File: config.mk
export PLATFORM = sky130hd
export DESIGN_NAME = merge_n_clocked
export DESIGN_NICKNAME = d
export VERILOG_FILES = /design/src/rtl/merge_pkg.sv /design/src/rtl/sync_fifo.sv /design/src/rtl/merge_n_clocked.sv
export SDC_FILE = /design/constraint.sdc
export NUM_CORES = 1
export LEC_CHECK = 0
export ABC_CLOCK_PERIOD_IN_PS = 1800
export BUFFER_PORTS_ARGS = -buffer_cell sky130_fd_sc_hd__buf_4
export CAP_MARGIN = 20
export CORE_MARGIN = 3
export CORE_UTILIZATION = 39
export DETAILED_ROUTE_END_ITERATION = 6
export GPL_ROUTABILITY_DRIVEN = 1
export PLACE_DENSITY = 0.74
export SYNTH_ARGS = -nofsm -noshare
export SYNTH_HDL_FRONTEND = slang
export SYNTH_SLANG_ARGS = --single-unit
export TNS_END_PERCENT = 20
File: constraint.sdc
create_clock -name clk -period 1.8 [get_ports clk]
set_input_delay 0.18 -clock clk [delete_from_list [all_inputs] [get_ports clk]]
set_output_delay 0.18 -clock clk [all_outputs]
set_load 0.1 [all_outputs]
File: src/rtl/merge_pkg.sv
// Shared definitions for the N-input clocked merge: arbitration mode encodings.
package merge_pkg;

    localparam int MERGE_SEL = 0;
    localparam int MERGE_RR  = 1;

    typedef enum logic {
        MODE_SEL = 1'b0,
        MODE_RR  = 1'b1
    } merge_mode_e;

endpackage

File: src/rtl/sync_fifo.sv
// Single-clock circular-buffer FIFO with occupancy count; push ignored when full,
// pop ignored when empty.
module sync_fifo #(
    parameter int WIDTH = 8,
    parameter int DEPTH = 2
) (
    input  logic                       clk,
    input  logic                       reset,
    input  logic                       push,
    input  logic [WIDTH-1:0]           push_data,
    input  logic                       pop,
    output logic [WIDTH-1:0]           pop_data,
    output logic                       full,
    output logic                       empty,
    output logic [$clog2(DEPTH+1)-1:0] level
);

    localparam int PTR_W = (DEPTH > 1) ? $clog2(DEPTH) : 1;
    localparam int LVL_W = $clog2(DEPTH + 1);

    logic [WIDTH-1:0] mem [DEPTH];
    logic [PTR_W-1:0] wr_ptr;
    logic [PTR_W-1:0] rd_ptr;
    logic [LVL_W-1:0] count;
    logic             push_ok;
    logic             pop_ok;

    assign full     = (count == LVL_W'(DEPTH));
    assign empty    = (count == '0);
    assign level    = count;
    assign pop_data = mem[rd_ptr];
    assign push_ok  = push && !full;
    assign pop_ok   = pop && !empty;

    // Storage is not reset: the count alone decides which entries are meaningful.
    always_ff @(posedge clk) begin
        if (push_ok) begin
            mem[wr_ptr] <= push_data;
        end
    end

    always_ff @(posedge clk) begin
        if (reset) begin
            wr_ptr <= '0;
            rd_ptr <= '0;
            count  <= '0;
        end else begin
            if (push_ok) begin
                wr_ptr <= (wr_ptr == PTR_W'(DEPTH - 1)) ? '0 : wr_ptr + PTR_W'(1);
            end
            if (pop_ok) begin
                rd_ptr <= (rd_ptr == PTR_W'(DEPTH - 1)) ? '0 : rd_ptr + PTR_W'(1);
            end
            case ({push_ok, pop_ok})
                2'b10:   count <= count + LVL_W'(1);
                2'b01:   count <= count - LVL_W'(1);
                default: count <= count;
            endcase
        end
    end

endmodule

File: src/rtl/merge_n_clocked.sv
// N-input packet merge into a buffered output, steered either by a select-token
// stream or by a round-robin arbiter.
module merge_n_clocked
    import merge_pkg::*;
#(
    parameter int WIDTH = 8,
    parameter int N_IN  = 4,
    parameter int DEPTH = 2,
    parameter int MODE  = MERGE_SEL,
    parameter int SEL_W = $clog2(N_IN)
) (
    input  logic                       clk,
    input  logic                       reset,
    input  logic [N_IN-1:0]            in_valid,
    output logic [N_IN-1:0]            in_ready,
    input  logic [N_IN*WIDTH-1:0]      in_data,
    input  logic                       sel_valid,
    output logic                       sel_ready,
    input  logic [SEL_W-1:0]           sel_data,
    output logic                       out_valid,
    input  logic                       out_ready,
    output logic [WIDTH-1:0]           out_data,
    output logic [$clog2(DEPTH+1)-1:0] level,
    output logic                       err_sel
);

    localparam merge_mode_e ARB_MODE = (MODE == MERGE_RR) ? MODE_RR : MODE_SEL;

    logic             full;
    logic             empty;
    logic             push;
    logic [WIDTH-1:0] push_data;
    logic [SEL_W-1:0] take_idx;
    logic             sel_in_range;
    logic             sel_pkt_valid;
    logic [SEL_W-1:0] rr_ptr;
    logic [N_IN-1:0]  valid_rot;
    logic [SEL_W:0]   offset;
    logic [SEL_W:0]   grant_sum;
    logic [SEL_W-1:0] grant;
    logic             grant_valid;

    assign sel_in_range = ({1'b0, sel_data} < (SEL_W + 1)'(N_IN));

    always_comb begin
        sel_pkt_valid = 1'b0;
        for (int i = 0; i < N_IN; i++) begin
            if (sel_data == SEL_W'(i)) begin
                sel_pkt_valid = in_valid[i];
            end
        end
    end

    // Rotate so bit 0 is the pointer's channel; the lowest set bit is the nearest requester.
    assign valid_rot = N_IN'({in_valid, in_valid} >> rr_ptr);

    always_comb begin
        offset      = '0;
        grant_valid = |valid_rot;
        for (int k = N_IN - 1; k >= 0; k--) begin
            if (valid_rot[k]) begin
                offset = (SEL_W + 1)'(k);
            end
        end
        grant_sum = {1'b0, rr_ptr} + offset;
        if (grant_sum >= (SEL_W + 1)'(N_IN)) begin
            grant_sum = grant_sum - (SEL_W + 1)'(N_IN);
        end
        grant = grant_sum[SEL_W-1:0];
    end

    // Ready never looks at out_ready: a full FIFO blocks pushes even on a popping cycle.
    always_comb begin
        in_ready  = '0;
        sel_ready = 1'b0;
        take_idx  = '0;
        if (ARB_MODE == MODE_RR) begin
            take_idx = grant;
            for (int i = 0; i < N_IN; i++) begin
                in_ready[i] = !reset && !full && grant_valid && (grant == SEL_W'(i));
            end
        end else begin
            take_idx  = sel_data;
            sel_ready = !reset && (!sel_in_range || (!full && sel_pkt_valid));
            for (int i = 0; i < N_IN; i++) begin
                in_ready[i] = !reset && !full && sel_valid && sel_pkt_valid
                              && (sel_data == SEL_W'(i));
            end
        end
    end

    always_comb begin
        push_data = '0;
        for (int i = 0; i < N_IN; i++) begin
            if (take_idx == SEL_W'(i)) begin
                push_data = in_data[i*WIDTH +: WIDTH];
            end
        end
    end

    assign push = |(in_valid & in_ready);

    always_ff @(posedge clk) begin
        if (reset) begin
            rr_ptr  <= '0;
            err_sel <= 1'b0;
        end else begin
            err_sel <= (ARB_MODE == MODE_SEL) && sel_valid && sel_ready && !sel_in_range;
            if (ARB_MODE == MODE_RR && push) begin
                rr_ptr <= (grant == SEL_W'(N_IN - 1)) ? '0 : grant + SEL_W'(1);
            end
        end
    end

    sync_fifo #(
        .WIDTH (WIDTH),
        .DEPTH (DEPTH)
    ) u_fifo (
        .clk       (clk),
        .reset     (reset),
        .push      (push),
        .push_data (push_data),
        .pop       (out_ready),
        .pop_data  (out_data),
        .full      (full),
        .empty     (empty),
        .level     (level)
    );

    assign out_valid = !empty;

endmodule

==> results.sh, run 1 <==
export IMPL_dp_hpwl_mm=2.02
export IMPL_end_kind="primary output"
export IMPL_num_rows=18
export IMPL_clock_sinks=21
export IMPL_clockRootBuffer="clkbuf_4"
export IMPL_seqPwrFrac_pct=39.4
export IMPL_critPathBufInv=3
export IMPL_rsz0062_at_grt="true"
export IMPL_antenna_found_initial=0
export IMPL_vdd_drop_max_mv=0.733
export IMPL_ctsHtreeMaxLevel=1
export IMPL_fin_nets=179
export IMPL_switching_share_pct=41.5
export IMPL_finish_instance_area_um2=1700
export IMPL_fmax_ghz=0.563
export IMPL_synth_avg_cell_area_um2=15.1
export IMPL_stdcell_count=165
export IMPL_fp_dieW_um=58.7
export IMPL_crit_chain="inv_2 -> a2bb2oi_4 -> nand4b_4 -> buf_6 -> nor3b_4 -> buf_12"
export IMPL_post_cts_buffers=0
export IMPL_p_comb_share_pct=46.6
export IMPL_power_frac_clock_pct=14.0
export IMPL_max_stage_delay_ns=0.39
export IMPL_cp_required_ns=1.62
export IMPL_fin_crit_ns=1.78
export IMPL_numCtsBuffers=3
export IMPL_slowest_stage="dfxtp_4"
export IMPL_clockBufferDepth=2
export IMPL_synthCells=72
export IMPL_synth_cell_type_count=26
export IMPL_placed_cell_area_um2=1640
export IMPL_grt_total_usage_pct=14.1
export IMPL_cts_tree="yes"
export IMPL_dp_slack_ns=0.123
export IMPL_synth_area_leaders="edfxtp_1, mux4_2, dfxtp_1"
export IMPL_synth_nets=115
export IMPL_finalSetupViolations=0
export IMPL_dr_pass1_iters=4
export IMPL_vias_per_cell=5.04
export IMPL_core_um2=2570
export IMPL_routed_wl_mm=2.44
export IMPL_grt_pass1_wl_mm=3.60
export IMPL_hold_viol_final=0
export IMPL_finClkSkew_ns=0.00127
export IMPL_timing_hold_worst_class="in2reg"
export IMPL_fin_crit_sh_pct=98.7
export IMPL_p_int_uw=886
export IMPL_start_kind="flip-flop"
export IMPL_yosysSeqAreaShare_pct=53.5
export IMPL_num_vias=831
export IMPL_worst_slack_ns=0.0232
export IMPL_place_congestion=0.812
export IMPL_p_per_area_nw_per_um2=893
export IMPL_ys_flop_type="edfxtp_1"
export IMPL_die_area_um2=3450
export IMPL_p_leak_nw=0.701
export IMPL_timing_final_max_slew_violations=0
export IMPL_io_buffers=57
export IMPL_grt_overflow_total=0
export IMPL_synthToLayoutAreaGrowth_pct=56.3
export IMPL_drive_gt1_share_pct=69.6
export IMPL_synth_top_area_share_pct=44.3
export IMPL_die_h_um=58.7
export IMPL_synth_area_leader_cell="edfxtp_1"
export IMPL_arrival_ns=1.60
export IMPL_yosysWarnings=0
export IMPL_ios=59
export IMPL_final_antenna_net_count=0
export IMPL_path_clk_slew_ns=0.10
export IMPL_holdBufCountCts=0
export IMPL_path_delay_family="buffers and inverters"
export IMPL_start_util_pct=42.3
export IMPL_antenna_cells=0
export IMPL_finish_utilization_pct=66.0
export IMPL_drv_cap=0
export IMPL_wl_per_cell_um=14.8
export IMPL_p_sw_uw=628
export IMPL_clock_latency_ns=0.29
export IMPL_netlist_area_um2=1080
export IMPL_status="finished clean"
export IMPL_worst_path_max_fanout=7
export IMPL_synthArstFlopShare_pct=0
export IMPL_ys_ff_latch=21
export IMPL_place_inst=161
export IMPL_route_detailed_drc=0
export IMPL_synth_edf_count=16
export IMPL_drtIter0Drc=11
export IMPL_fillCellCount=201
export IMPL_grt_max_degree=12
export IMPL_grt_pass1_vias=864
export IMPL_worstSetupPathType="reg2out"
kinds of logic after synthesis:
family | share of synthesized area, %
xor+xnor | 2.42
buf+inv | 2.54
compound gates | 4.38
other cells | 0.346
flops | 53.5
mux | 25.8
simple gates | 9.80
fa+ha+maj | 1.15
stage by stage:
step | hold slack, ns | TNS, ns | power, mW
6_report | 0.102 | 0 | 1.51
4_1_cts | 0.0939 | -0.0511 | 1.52
3_3_place_gp | 0.410 | 0 | 1.30
2_1_floorplan | 0.239 | -1.05 | 1.14
5_1_grt | 0.0897 | -0.112 | 1.57
3_5_place_dp | 0.414 | 0 | 1.31
Yosys cell counts, types with 2 or more instances:
library cell,instances
dfxtp_1,5
nor2_1,7
xnor2_1,2
edfxtp_1,16
mux2_2,8
inv_1,2
mux4_2,8
nand2_1,2
nor3b_2,2
clkbuf_1,2
o21ai_0,3
state kept, by name, indices dropped and copies added, names as in the netlist, named ones only:
| name | cells |
|---|---|
| u_fifo.mem | 16 |
| u_fifo.level | 2 |
| u_fifo.rd_ptr | 1 |
| u_fifo.wr_ptr | 1 |
final timing paths:
kind | from | endpoint | slack (ns) | cells past startpoint
min | reset | u_fifo.level[1] | 0.10 | 2
max reg2reg | u_fifo.level[1] | u_fifo.level[1] | 0.11 | 5
max | u_fifo.level[0] | in_ready[1] | 0.02 | 6
min reg2reg | u_fifo.wr_ptr | u_fifo.wr_ptr | 0.53 | 1
cell type report:
type,instances,area [µm²],area share (%)
flip-flops and latches,21,588,34.7
well taps,30,37.5,2.21
inverters,2,7.51,0.443
multi-input cells,45,531,31.3
clock buffers,4,26.3,1.55
repair buffers,63,505,29.8
power by group through the flow:
stage | clock (mW) | sequential (mW) | combinational, mW
final | 0.211 | 0.597 | 0.706
after detailed placement | 0 | 0.609 | 0.703
after global placement | 0 | 0.606 | 0.694
after CTS | 0.219 | 0.599 | 0.707
after global routing | 0.238 | 0.603 | 0.731
after floorplan | 0 | 0.656 | 0.480
cells in the final DEF, fill, tap and decap left out, drive strengths merged:
master / count
a2bb2oi: 1
edfxtp: 16
mux2i: 1
clkbuf: 4
a311o: 1
xnor2: 2
or3: 1
xor2: 1
mux2: 8
nor2: 7
inv: 2
and2: 1
nor3: 1
dfxtp: 5
mux4: 8
a21oi: 1
o21ai: 4
buf: 63
nand4b: 1
conb: 1
nor3b: 2
nand2: 2
or2: 1
ha: 1
worst reg2reg max path, stage by stage (launching register included):
cell and delay, ns:
dfxtp_4 0.38, or2_4 0.25, and2_1 0.18, ha_1 0.33
or3_1 0.35, a21oi_1 0.13
per-layer routing:
layer | up-vias | track usage, % | share of wire (%)
met5 | - | 0 | 0
met4 | 0 | 3.88 | 0.57
met3 | 2 | 4.17 | 7.3
met2 | 31 | 28.4 | 59
met1 | 395 | 13.5 | 33
li1 | 403 | - | -
timing repair:
action                     4_1_cts  5_1_grt
gates resized for setup          7        1
setup endpoints to repair        3        4
pin swaps                        0        2
Power figures use the tool's default switching activity.
==> run 2, diff against run 1 <==
--- a/config.mk
+++ b/config.mk
@@ -8,11 +8,11 @@
 export ABC_CLOCK_PERIOD_IN_PS = 1800
 export BUFFER_PORTS_ARGS = -buffer_cell sky130_fd_sc_hd__buf_4
 export CAP_MARGIN = 20
+export CORE_ASPECT_RATIO = 1.5
 export CORE_MARGIN = 3
-export CORE_UTILIZATION = 39
+export CORE_UTILIZATION = 25
 export DETAILED_ROUTE_END_ITERATION = 6
 export GPL_ROUTABILITY_DRIVEN = 1
-export PLACE_DENSITY = 0.74
 export SYNTH_ARGS = -nofsm -noshare
 export SYNTH_HDL_FRONTEND = slang
 export SYNTH_SLANG_ARGS = --single-unit
==> run 2 against run 1 <==
Effect of this change:
- total power grew 5.5%
- critical endpoint unchanged
- hold slack gained 0.045 ns
- clock power grew 39%
- largest power group unchanged
- critical path depth is the same
- count of clock-buffer cells in the layout shrank 1
==> results.sh, run 2 (synthesized netlist as in run 1, its figures left out) <==
export IMPL_routed_wl_mm=2.52
export IMPL_fin_tns_setup_ns=0
export IMPL_start_util_pct=26.7
export IMPL_grt_pass1_vias=866
export IMPL_worst_path_max_fanout=7
export IMPL_finish_instance_area_um2=1720
export IMPL_p_per_area_nw_per_um2=928
export IMPL_final_cell_mix="buf_4, edfxtp_1, mux4_2, mux2_2, nor2_1"
export IMPL_clock_latency_ns=0.25
export IMPL_holdBufCountCts=0
export IMPL_clock_sinks=21
export IMPL_status="finished clean"
export IMPL_place_congestion=0.706
export IMPL_drv_cap=0
export IMPL_fin_crit_ns=1.73
export IMPL_cts_tree="yes"
export IMPL_reg2regPathDepth=5
export IMPL_timing_final_max_slew_violations=0
export IMPL_vdd_drop_max_mv=0.854
export IMPL_clockRootBuffer="clkbuf_8"
export IMPL_cp_required_ns=1.62
export IMPL_fillCellCount=400
export IMPL_antenna_cells=0
export IMPL_dp_hpwl_mm=2.11
export IMPL_finish_utilization_pct=42.4
export IMPL_worstSetupPathType="reg2out"
export IMPL_grt_total_usage_pct=10.4
export IMPL_arrival_ns=1.55
export IMPL_ff_latch_area_um2=588
export IMPL_p_leak_nw=0.709
export IMPL_num_rows=28
export IMPL_power_mw=1.60
export IMPL_grt_overflow_total=0
export IMPL_drtIter0Drc=5
export IMPL_finClkSkew_ns=0.00363
export IMPL_top_register="u_fifo.mem"
export IMPL_hold_depth=2
export IMPL_route_detailed_drc=0
export IMPL_rsz0062_at_grt="true"
export IMPL_final_common_cell="buf_4"
export IMPL_dr_pass1_iters=4
export IMPL_start_kind="flip-flop"
export IMPL_io_buffers=57
export IMPL_fp_dieW_um=59.8
export IMPL_finalSetupViolations=0
export IMPL_final_antenna_net_count=0
export IMPL_hold_ws_ns=0.147
export IMPL_num_vias=832
export IMPL_fin_nets=179
export IMPL_numCtsBuffers=3
export IMPL_vias_per_cell=4.62
export IMPL_path_clk_slew_ns=0.07
export IMPL_drive_gt1_share_pct=70.4
export IMPL_grt_pass1_wl_mm=4.11
export IMPL_grt_max_degree=13
export IMPL_die_area_um2=5180
export IMPL_end_kind="primary output"
export IMPL_synthToLayoutAreaGrowth_pct=58.7
export IMPL_hold_viol_final=0
export IMPL_fin_crit_sh_pct=96.1
export IMPL_multi_input_area_um2=531
export IMPL_timing_hold_worst_class="in2reg"
export IMPL_die_h_um=86.7
export IMPL_wl_per_cell_um=14.0
export IMPL_ctsHtreeMaxLevel=1
export IMPL_placed_cell_area_um2=1650
export IMPL_clockBufferDepth=2
export IMPL_core_um2=4060
export IMPL_fmax_ghz=0.578
export IMPL_largest_reg_flops=16
export IMPL_antenna_found_initial=0
export IMPL_ios=59
run 2: cell types whose count changed in the layout (fill, tap and decap cells not counted):
cell and delta:
clkinv_2 +1, clkbuf_4 -3, clkbuf_8 +3, buf_12 -1, buf_4 +1, clkbuf_1 -1
run 2: through the flow:
step | setup slack (ns) | cells
finish | 0.0707 | 180
CTS | 0.00344 | 179
floorplan | -0.260 | 72
global placement | 0.156 | 175
detailed placement | 0.119 | 175
global route | -0.0151 | 180
run 2: timing repair:
| item | 4_1_cts | 5_1_grt |
|---|---|---|
| pin swaps | 0 | 2 |
| endpoints found under the setup margin | 2 | 4 |
| buffers inserted | 0 | 1 |
| resized for setup | 2 | 3 |
run 2: critical path, cell delays in order, from the launching register on:
cell	delay, ns
dfxtp_4	0.38
inv_2	0.05
a2bb2oi_4	0.15
nand4b_4	0.11
buf_6	0.16
nor3b_4	0.23
buf_12	0.20
run 2: metal layers:
| layer | track usage (%) | share of wire [%] |
|---|---|---|
| met1 | 12.5 | 37 |
| met4 | 4.84 | 1.6 |
| met3 | 2.38 | 7.6 |
| met2 | 17.1 | 54 |
| met5 | 0 | 0 |
run 2: cell type report:
class	count	area share, %
well taps	45	3.27
multi-input cells	45	30.8
flip-flops and latches	21	34.2
clock inverters	1	0.291
repair buffers	63	28.6
inverters	2	0.436
clock buffers	3	2.40
run 2: path summary, 6_finish.rpt:
kind,startpoint,slack (ns),endpoint
worst max register to register,u_fifo.level[1],0.11,u_fifo.level[1]
worst min-delay path,reset,0.15,u_fifo.level[1]
worst min register to register,u_fifo.wr_ptr,0.48,u_fifo.wr_ptr
worst max-delay path,u_fifo.level[0],0.07,in_ready[1]
run 2: where the power goes:
group	switching (mW)	internal [mW]	total [mW]
Sequential	0.0344	0.563	0.598
Clock	0.140	0.154	0.294
Combinational	0.469	0.237	0.706
Total	0.643	0.954	1.60
